`src/rtl/subtrator16_seq.sv`:
```
// Sequential slice subtractor: S = A - B - Bin, one SLICE_W slice per clock.
// Optional flags Z/V are built when SUB16_FLAGS_EN is defined.
module subtrator16_seq #(
    parameter int DATA_W  = 16,
    parameter int SLICE_W = 8
) (
    input  logic              clk,
    input  logic              rst,
    input  logic              start,
    input  logic [DATA_W-1:0] A,
    input  logic [DATA_W-1:0] B,
    input  logic              Bin,
    output logic [DATA_W-1:0] S,
    output logic              Bo,
    output logic              busy,
    output logic              done
`ifdef SUB16_FLAGS_EN
    ,
    output logic              Z,
    output logic              V
`endif
);

    localparam int NS = DATA_W / SLICE_W;
    localparam int IW = (NS > 1) ? $clog2(NS) : 1;
    localparam logic [IW-1:0] LAST = IW'(NS - 1);
    localparam int MSB = DATA_W - 1;

    typedef enum logic [1:0] {
        IDLE,
        CALC,
        DONE
    } state_t;

    state_t            state_q, state_d;
    logic [IW-1:0]     idx_q, idx_d;
    logic [DATA_W-1:0] a_q, a_d;
    logic [DATA_W-1:0] b_q, b_d;
    logic [DATA_W-1:0] s_q, s_d;
    logic              borrow_q, borrow_d;
    logic              bo_q, bo_d;

    logic [SLICE_W-1:0] a_sl;
    logic [SLICE_W-1:0] b_sl;
    logic [SLICE_W:0]   sum;
    logic [DATA_W-1:0]  s_next;

`ifdef SUB16_FLAGS_EN
    logic z_q, z_d;
    logic v_q, v_d;
`endif

    // Current slice: add A + ~B + ~borrow; carry-out inverted is the borrow
    always_comb begin
        a_sl   = a_q[idx_q*SLICE_W +: SLICE_W];
        b_sl   = b_q[idx_q*SLICE_W +: SLICE_W];
        sum    = {1'b0, a_sl} + {1'b0, ~b_sl}
               + {{SLICE_W{1'b0}}, ~borrow_q};
        s_next = s_q;
        s_next[idx_q*SLICE_W +: SLICE_W] = sum[SLICE_W-1:0];
    end

    // Next-state and datapath update
    always_comb begin
        state_d  = state_q;
        idx_d    = idx_q;
        a_d      = a_q;
        b_d      = b_q;
        s_d      = s_q;
        borrow_d = borrow_q;
        bo_d     = bo_q;
`ifdef SUB16_FLAGS_EN
        z_d      = z_q;
        v_d      = v_q;
`endif
        unique case (state_q)
            IDLE, DONE: begin
                if (start) begin
                    state_d  = CALC;
                    a_d      = A;
                    b_d      = B;
                    borrow_d = Bin;
                    idx_d    = '0;
                end else begin
                    state_d  = IDLE;
                end
            end
            CALC: begin
                s_d      = s_next;
                borrow_d = ~sum[SLICE_W];
                idx_d    = idx_q + IW'(1);
                if (idx_q == LAST) begin
                    bo_d    = ~sum[SLICE_W];
                    idx_d   = '0;
                    state_d = DONE;
`ifdef SUB16_FLAGS_EN
                    z_d = (s_next == '0);
                    v_d = (a_q[MSB] != b_q[MSB])
                       && (s_next[MSB] != a_q[MSB]);
`endif
                end
            end
            default: state_d = IDLE;
        endcase
    end

    // State and datapath registers, cleared asynchronously
    always_ff @(posedge clk or posedge rst) begin
        if (rst) begin
            state_q  <= IDLE;
            idx_q    <= '0;
            a_q      <= '0;
            b_q      <= '0;
            s_q      <= '0;
            borrow_q <= 1'b0;
            bo_q     <= 1'b0;
`ifdef SUB16_FLAGS_EN
            z_q      <= 1'b0;
            v_q      <= 1'b0;
`endif
        end else begin
            state_q  <= state_d;
            idx_q    <= idx_d;
            a_q      <= a_d;
            b_q      <= b_d;
            s_q      <= s_d;
            borrow_q <= borrow_d;
            bo_q     <= bo_d;
`ifdef SUB16_FLAGS_EN
            z_q      <= z_d;
            v_q      <= v_d;
`endif
        end
    end

    assign S    = s_q;
    assign Bo   = bo_q;
    assign busy = (state_q == CALC);
    assign done = (state_q == DONE);
`ifdef SUB16_FLAGS_EN
    assign Z    = z_q;
    assign V    = v_q;
`endif

endmodule

```
`config.mk`:
```
export PLATFORM = sky130hd
export DESIGN_NAME = subtrator16_seq
export DESIGN_NICKNAME = d
export VERILOG_FILES = /design/src/rtl/subtrator16_seq.sv
export SDC_FILE = /design/constraint.sdc
export NUM_CORES = 1
export LEC_CHECK = 0
export CORE_UTILIZATION = 50
export DETAILED_ROUTE_END_ITERATION = 10
export GPL_ROUTABILITY_DRIVEN = 0
export GPL_TIMING_DRIVEN = 0
export PLACE_DENSITY = 0.79
export REMOVE_ABC_BUFFERS = 1
export SLEW_MARGIN = 30
export SYNTH_ARGS = -nofsm -noshare
export SYNTH_HDL_FRONTEND = slang
export SYNTH_SLANG_ARGS = --single-unit
export TNS_END_PERCENT = 100
```
`constraint.sdc`:
```
create_clock -name clk -period 2.86 [get_ports clk]
set_input_delay 0.572 -clock clk [delete_from_list [all_inputs] [get_ports clk]]
set_output_delay 0.572 -clock clk [all_outputs]
set_load 0.01 [all_outputs]
```
==> qor.log, run 1 <==
qor: final_layout.antennaDiodeCount 0
qor: clock_network.cts-buffers-inserted 5
qor: job.timing.max_cap.violations 0
qor: sta.fin_crit_sh 93.5%
qor: sta.worst_pin_slew 630 ps
qor: global_routing.vias_in_the_first_global_route 1615
qor: synthesis.synth_seq_cells 53
qor: setup_path.timing.critical_path.cells buf_4 -> mux2i_1 -> fa_1 -> fa_1 -> nor2b_4 -> o31a_1 -> o31a_1 -> a21oi_1 -> mux2_2
qor: synthesis.yosysUniqueCellTypes 23
qor: floorplanning.core-area 4750 um2
qor: setup_path.critical_path.endpoint_type flip-flop
qor: synthesis.combinational_family_with_the_most_area_after_synthesis multiplexers
qor: place.dp_worst_setup_slack -354 ps
qor: final_layout.nets 300
qor: clock_network.clock-root-buffer sky130_fd_sc_hd__clkbuf_8
qor: clock_network.clkLatencyLatePin 300 ps
qor: drt.wl_per_cell 13.7 um
qor: global_routing.grt_first_pass_wirelength 7380 um
qor: drt.antenna_violating_nets_post_route 0
qor: power.ir_worst_vdd 0.500 mV
qor: run_status.outcome finished, final reports clean
qor: global_routing.antenna_violations_before_repair 0
qor: synthesis.cell_type_with_the_largest_total_area_after_synthesis sky130_fd_sc_hd__dfrtp_1
qor: setup_path.worst-endpoint-required 3050 ps
qor: sta.final.setup.worst_slack 185 ps
qor: clock_network.clk_path_buf_depth 2
qor: global_routing.grt_overflow 0
qor: power.clock_power_share 9.5%
qor: power.power_density 1300 nW/um2
qor: synthesis.post_synth_xor_area_fraction 0.708%
qor: synthesis.muxShareOfSynthArea 23.7%
qor: synthesis.synth.top_cell.area_share 53.6%
qor: floorplanning.start_util 52.1%
qor: global_routing.grt_start_max_net_pins 54
qor: sta.timing.slew.headroom 58.0%
qor: setup_path.arrival 2860 ps
qor: setup_path.timing.critical_path.fanout_max 3
qor: synthesis.synth.top_cells.by_area sky130_fd_sc_hd__dfrtp_1, sky130_fd_sc_hd__mux2_2, sky130_fd_sc_hd__mux2i_1
qor: synthesis.synth-compound-area-share 7.53%
qor: synthesis.netlist_instances 200
qor: place.post-dp-hpwl 3100 um
qor: floorplanning.core.rowCount 25
qor: setup_path.max_stage_delay 500 ps
qor: floorplanning.chip_height 72.4 um
qor: floorplanning.die_area 5240 um2
qor: setup_path.worst-r2r-setup-slack 180 ps
qor: sta.timing_limited_maximum_frequency 374 MHz
qor: synthesis.area_fraction_in_and_or_nand_and_nor_cells_after_synthesis 6.93%
qor: synthesis.yosysSeqAreaShare 53.6%
qor: power.static-leakage-power 1.36 nW
qor: clock_network.clock_tree_from_tritoncts done
qor: final_layout.final_layout_size_suffix_gt1_share 23.0%
qor: power.net_switching_component_of_the_power 1.60 mW
qor: sta.final.hold.worst_slack 482 ps
qor: place.port_buffers 54
qor: sta.final_hold_viol_count 0
qor: sta.slew_viol_final 0
qor: drt.detailroute.via_count 1643
qor: synthesis.synthAdderAreaFrac 5.16%
qor: sta.grt_setup_unrepaired false
qor: sta.worst_clock_skew 6.98 ps
qor: clock_network.cts_hold_buf 0
qor: drt.initial_drc_count 120
qor: drt.drt-total-wl 4420 um
qor: power.power.share.switching 38.3%
qor: worst_hold_path.path_class_of_the_lowest_slack_min_delay_path reg -> reg
qor: setup_path.start_kind flip-flop
qor: drt.drt_first_pass_iters 4
qor: final_layout.fillerInstances 372
qor: synthesis.postSynthAreaPerCell 12.4 um2
qor: setup_path.timing.critical_path.max_delay_family adder cells
qor: floorplanning.pin_count 55
qor: sta.report.final.setup_viol 0
qor: synthesis.ys_warn_count 0
qor: setup_path.crit_type reg -> reg
qor: power.pwr-share-comb 58.3%
qor: drt.drc_viols 0
qor: floorplanning.floorplan_die_width 72.4 um
qor: clock_network.worst_setup_hold_path_clk_slew 90 ps
qor: global_routing.grt_util_all_layers 18.4%
qor: power.cellInternalPower 2.57 mW
qor: setup_path.critical_path.n_buffers_inverters 1
qor: synthesis.syn-cell-area 2470 um2
qor: clock_network.clkSinkCount 53
qor: setup_path.timing.critical_path.slowest_stage_cell sky130_fd_sc_hd__dfrtp_4
qor: power.p_seq_share 32.2%
qor: drt.routed_via_density 5.09
qor: final_layout.flow.area_growth_from_synthesis 29.3%
qor: sta.finalWorstPathRequiredPeriod 2680 ps
qor: clock_network.htree_levels 2
## metrics by stage
step           area [um2]  std cells  setup TNS, ps  util, %  power (mW)
5_1_grt              3200        323              0     67.3        4.52
4_1_cts              3200        323              0     67.3        4.21
3_5_place_dp         3090        312          -1560     65.0        3.74
3_3_place_gp         3050        311         -35430     64.2        3.63
6_report             3200        323              0     67.3        4.17
2_1_floorplan        2430        190              0        -        3.01
## sequential cells by signal, summed over array words and instances (netlist names)
name,cells
borrow_q,1
Bo,1
idx_q,1
state_q,2
a_q,16
S,16
b_q,16
## synth_stat cells
cell type / count
sky130_fd_sc_hd__dfrtp_1: 53
sky130_fd_sc_hd__mux2_2: 44
sky130_fd_sc_hd__nand2_1: 23
sky130_fd_sc_hd__o21ai_0: 15
sky130_fd_sc_hd__mux2i_1: 9
sky130_fd_sc_hd__ha_1: 7
sky130_fd_sc_hd__buf_2: 6
sky130_fd_sc_hd__nor2_1: 6
sky130_fd_sc_hd__o21a_1: 5
sky130_fd_sc_hd__a21oi_1: 4
sky130_fd_sc_hd__inv_1: 4
sky130_fd_sc_hd__nor2b_1: 4
sky130_fd_sc_hd__clkbuf_1: 3
sky130_fd_sc_hd__o31a_1: 3
sky130_fd_sc_hd__a31oi_1: 2
sky130_fd_sc_hd__fa_1: 2
sky130_fd_sc_hd__nand2b_1: 2
sky130_fd_sc_hd__o31ai_1: 2
sky130_fd_sc_hd__xor2_1: 2
sky130_fd_sc_hd__buf_1: 1
sky130_fd_sc_hd__nor2b_4: 1
sky130_fd_sc_hd__nor3_1: 1
sky130_fd_sc_hd__or2_0: 1
## power groups by stage
stage | Clock, mW | Combinational (mW) | Sequential (mW)
2_1_floorplan | 0 | 1.62 | 1.39
3_3_place_gp | 0 | 2.24 | 1.39
3_5_place_dp | 0 | 2.33 | 1.41
4_1_cts | 0.414 | 2.45 | 1.35
5_1_grt | 0.441 | 2.69 | 1.39
6_report | 0.394 | 2.43 | 1.34
## per-layer routing
layer / vias to the layer above / GRT usage, % / share of wire, %
li1: 804 / - / -
met1: 789 / 24.3 / 46
met2: 44 / 30.3 / 49
met3: 6 / 3.19 / 4.1
met4: 0 / 7.19 / 1.4
met5: - / 0 / 0
## final timing paths
kind | start | to | cells past startpoint
min in group asynchronous | rst | a_q[8] | 2
max reg2reg | idx_q | S[6] | 9
max in group asynchronous | rst | idx_q | 2
max | idx_q | S[6] | 9
min | S[11] | S[11] | 2
min reg2reg | S[11] | S[11] | 2
## cell usage in the layout (no fill, tap or decap), types with 2 or more instances in the layout
cell,count
sky130_fd_sc_hd__a21oi_1,4
sky130_fd_sc_hd__a31oi_1,2
sky130_fd_sc_hd__buf_4,3
sky130_fd_sc_hd__clkbuf_8,5
sky130_fd_sc_hd__clkdlybuf4s50_1,54
sky130_fd_sc_hd__clkinv_2,2
sky130_fd_sc_hd__dfrtp_1,52
sky130_fd_sc_hd__fa_1,2
sky130_fd_sc_hd__ha_1,7
sky130_fd_sc_hd__inv_1,3
sky130_fd_sc_hd__mux2_2,44
sky130_fd_sc_hd__mux2i_1,9
sky130_fd_sc_hd__nand2_1,23
sky130_fd_sc_hd__nand2b_1,2
sky130_fd_sc_hd__nor2_1,6
sky130_fd_sc_hd__nor2b_1,3
sky130_fd_sc_hd__nor2b_4,2
sky130_fd_sc_hd__o21a_1,5
sky130_fd_sc_hd__o21ai_0,15
sky130_fd_sc_hd__o31a_1,3
sky130_fd_sc_hd__o31ai_1,2
sky130_fd_sc_hd__xor2_1,2
## layout make-up
| class | instances | area [um2] | area share (%) |
|---|---|---|---|
| inverter | 4 | 17.5 | 0.547 |
| clock buffer | 6 | 72.6 | 2.27 |
| sequential | 53 | 1330 | 41.6 |
| timing repair buffer | 58 | 591 | 18.5 |
| clock inverter | 2 | 10.0 | 0.313 |
| multi-input combinational | 133 | 1100 | 34.2 |
| tap | 67 | 83.8 | 2.62 |
## worst register-to-register path, delay by kind of cell (launching register included)
| kind | cells | cell delay [ps] |
|---|---|---|
| muxes | 2 | 410 |
| and+or+nand+nor | 1 | 140 |
| DFF | 1 | 500 |
| AOI/OAI and AO/OA | 3 | 420 |
| adders and majority gates | 2 | 960 |
| buffers and inverters | 1 | 140 |
## cells by family (layout without fill, tap and decap cells)
logic type,Yosys count,in the layout
xor+xnor,2,2
flops,53,53
fa+ha+maj,9,9
mux,53,53
compound gates,31,31
buf+inv,14,70
simple gates,38,38
## what timing repair did
| action | CTS | global route |
|---|---|---|
| gates resized for setup | 2 | 0 |
| endpoints found under the setup margin | 6 | 0 |
| setup buffers | 3 | 0 |
No activity file was read; power rests on OpenSTA's default activity.
==> run 2: changes to the inputs <==
CELL_PAD_IN_SITES_DETAIL_PLACEMENT = 1   (was unset)
CELL_PAD_IN_SITES_GLOBAL_PLACEMENT = 2   (was unset)
CORE_UTILIZATION = 33   (was 50)
PLACE_DENSITY = unset   (was 0.79)
PLACE_DENSITY_LB_ADDON = 0.1   (was unset)
==> run 2 against run 1 <==
Compared with the run above:
- total power increased by 4.7%
- die area is 50% higher
- first-iteration DRC count is 58% lower
- design area up 3.3%
- count of clock-buffer cells in the layout unchanged
- utilization shrank 22 points
- fmax rose by 0.82%
- final cell count up 11%
- critical endpoint unchanged
==> qor.log, run 2 (synthesis gave the netlist of run 1 again) <==
qor: run_status.outcome finished, final reports clean
qor: drt.drc_viols 0 [unchanged]
qor: setup_path.max_stage_delay 510 ps [about the same]
qor: floorplanning.core-area 7250 um2 [+53%]
qor: power.p_total 4.36 mW [+4.7%]
qor: worst_hold_path.path_class_of_the_lowest_slack_min_delay_path reg -> reg
qor: floorplanning.core.rowCount 31 [+24%]
qor: setup_path.critical_path.endpoint_type flip-flop
qor: drt.wl_per_cell 14.3 um [+4.3%]
qor: floorplanning.chip_height 88.6 um [+22%]
qor: floorplanning.die_area 7850 um2 [+50%]
qor: setup_path.crit_type reg -> reg
qor: clock_network.clkSinkCount 53 [unchanged]
qor: setup_path.arrival 2850 ps [about the same]
qor: drt.antenna_violating_nets_post_route 0 [unchanged]
qor: floorplanning.floorplan_die_width 88.6 um [+22%]
qor: clock_network.clk_path_buf_depth 2 [unchanged]
qor: sta.timing_limited_maximum_frequency 377 MHz [+0.82%]
qor: setup_path.timing.critical_path.fanout_max 3 [unchanged]
qor: setup_path.start_kind flip-flop
qor: global_routing.grt_start_max_net_pins 42 [-22%]
qor: power.cellInternalPower 2.71 mW [+5.3%]
qor: floorplanning.start_util 34.1% [-18 points]
qor: power.static-leakage-power 1.39 nW [+2.0%]
qor: clock_network.clock-root-buffer sky130_fd_sc_hd__clkbuf_8
qor: place.port_buffers 54 [unchanged]
qor: job.timing.max_cap.violations 0 [unchanged]
qor: sta.timing.slew.headroom 59.2% [+1.2 points]
qor: sta.fin_crit_sh 92.8% [-0.76 points]
qor: setup_path.timing.critical_path.slowest_stage_cell sky130_fd_sc_hd__fa_1
qor: clock_network.clkLatencyLatePin 310 ps [about the same]
qor: global_routing.grt_util_all_layers 14.4% [-4.0 points]
qor: power.clock_power_share 12.3% [+2.8 points]
qor: power.p_seq_share 30.8% [-1.4 points]
qor: sta.slew_viol_final 0 [unchanged]
qor: power.power_density 1320 nW/um2 [+1.3%]
qor: final_layout.final_layout_size_suffix_gt1_share 24.0% [+0.98 points]
qor: drt.detailroute.via_count 1672 [+1.8%]
qor: drt.drt-total-wl 5090 um [+15%]
qor: global_routing.antenna_violations_before_repair 0 [unchanged]
qor: power.pwr-share-comb 56.9% [-1.4 points]
qor: sta.worst_clock_skew 8.42 ps [+1.44 ps]
qor: sta.finalWorstPathRequiredPeriod 2650 ps [-21.8 ps]
qor: clock_network.clock_tree_from_tritoncts done
qor: floorplanning.pin_count 55 [unchanged]
qor: global_routing.vias_in_the_first_global_route 1723 [+6.7%]
qor: drt.initial_drc_count 50 [-58%]
qor: sta.timing.setup.tns 0 ps [unchanged]
qor: place.post-dp-hpwl 3740 um [+21%]
qor: sta.grt_setup_unrepaired false
qor: setup_path.timing.critical_path.cells buf_4 -> mux2i_1 -> fa_1 -> fa_1 -> nor2b_4 -> o31a_1 -> o31a_1 -> a21oi_1 -> mux2_2
qor: clock_network.htree_levels 2 [unchanged]
qor: place.dp_worst_setup_slack -423 ps [-69.1 ps]
qor: sta.report.final.setup_viol 0 [unchanged]
qor: global_routing.grt_overflow 0 [unchanged]
qor: final_layout.most_frequent_standard_cell_in_the_layout_excluding_fill_and_tap_cells sky130_fd_sc_hd__clkdlybuf4s50_1
qor: power.net_switching_component_of_the_power 1.65 mW [+3.7%]
qor: global_routing.grt_first_pass_wirelength 8490 um [+15%]
qor: clock_network.cts_hold_buf 0 [unchanged]
qor: clock_network.worst_setup_hold_path_clk_slew 100 ps [about the same]
qor: power.ir_worst_vdd 0.390 mV [-22%]
qor: final_layout.flow.area_growth_from_synthesis 33.6%
qor: sta.worst_pin_slew 612 ps [-18.4 ps]
qor: sta.final_hold_viol_count 0 [unchanged]
qor: setup_path.worst-endpoint-required 3060 ps [about the same]
qor: drt.drt_first_pass_iters 4 [unchanged]
qor: final_layout.antennaDiodeCount 0 [unchanged]
qor: power.power.share.switching 37.9% [-0.36 points]
qor: final_layout.nets 302 [+0.67%]
qor: clock_network.cts-buffers-inserted 5 [unchanged]
qor: drt.routed_via_density 4.68 [-7.9%]
qor: final_layout.mostFrequentLayoutCells sky130_fd_sc_hd__clkdlybuf4s50_1, sky130_fd_sc_hd__dfrtp_1, sky130_fd_sc_hd__mux2_2
qor: sta.final.setup.worst_slack 207 ps [+21.8 ps]
[run 2: what timing repair did]
action                     4_1_cts  5_1_grt
buffers inserted                 4        0
setup endpoints to repair       12        0
gates resized for setup          2        0
[run 2: metrics by stage]
| step | hold WS (ps) | cell area, um2 | utilization (%) | std cells |
|---|---|---|---|---|
| final | 487 | 3310 | 45.6 | 357 |
| after floorplan | 475 | 2430 | - | 190 |
| after CTS | 492 | 3310 | 45.6 | 357 |
| after detailed placement | 469 | 3150 | 43.5 | 345 |
| after global placement | 463 | 3090 | 42.7 | 343 |
| after global routing | 513 | 3310 | 45.6 | 357 |
[run 2: metal layers]
metal | global-route usage, % | routed length [um]
met1 | 18.9 | 2370
met3 | 3.08 | 182
met4 | 4.40 | 34
met2 | 23.8 | 2500
met5 | 0 | 0
[run 2: final cells by class]
type,count,area (um2)
Multi-Input combinational cell,133,1100
Inverter,4,17.5
Sequential cell,53,1330
Timing Repair Buffer,60,618
Fill cell,778,3950
Tap cell,99,124
Clock buffer,6,82.6
Clock inverter,2,37.5
[run 2: path summary, 6_finish.rpt]
| kind | from | end | slack, ps | cells past startpoint |
|---|---|---|---|---|
| worst max-delay path | idx_q | S[6] | 210 | 9 |
| worst min-delay path | S[0] | S[0] | 490 | 2 |
| worst max register to register | idx_q | S[6] | 210 | 9 |
| worst min register to register | S[0] | S[0] | 490 | 2 |
| max in group asynchronous | rst | a_q[1] | 1880 | 3 |
| min in group asynchronous | rst | b_q[8] | 520 | 2 |
[run 2: power by group through the flow]
stage | registers, mW | logic (mW) | clock network, mW
finish | 1.34 | 2.48 | 0.536
global route | 1.39 | 2.78 | 0.587
CTS | 1.35 | 2.53 | 0.553
detailed placement | 1.42 | 2.41 | 0
global placement | 1.40 | 2.34 | 0
floorplan | 1.39 | 1.62 | 0
[run 2: worst max-delay path: cells and delay by family (launching register included)]
kind / cells / cell delay (ps)
AND/OR/NAND/NOR: 1 / 140
buffers and inverters: 1 / 140
multiplexers: 2 / 410
flip-flops: 1 / 490
adder cells (fa/ha/maj): 2 / 980
AO/OA/AOI/OAI: 3 / 390
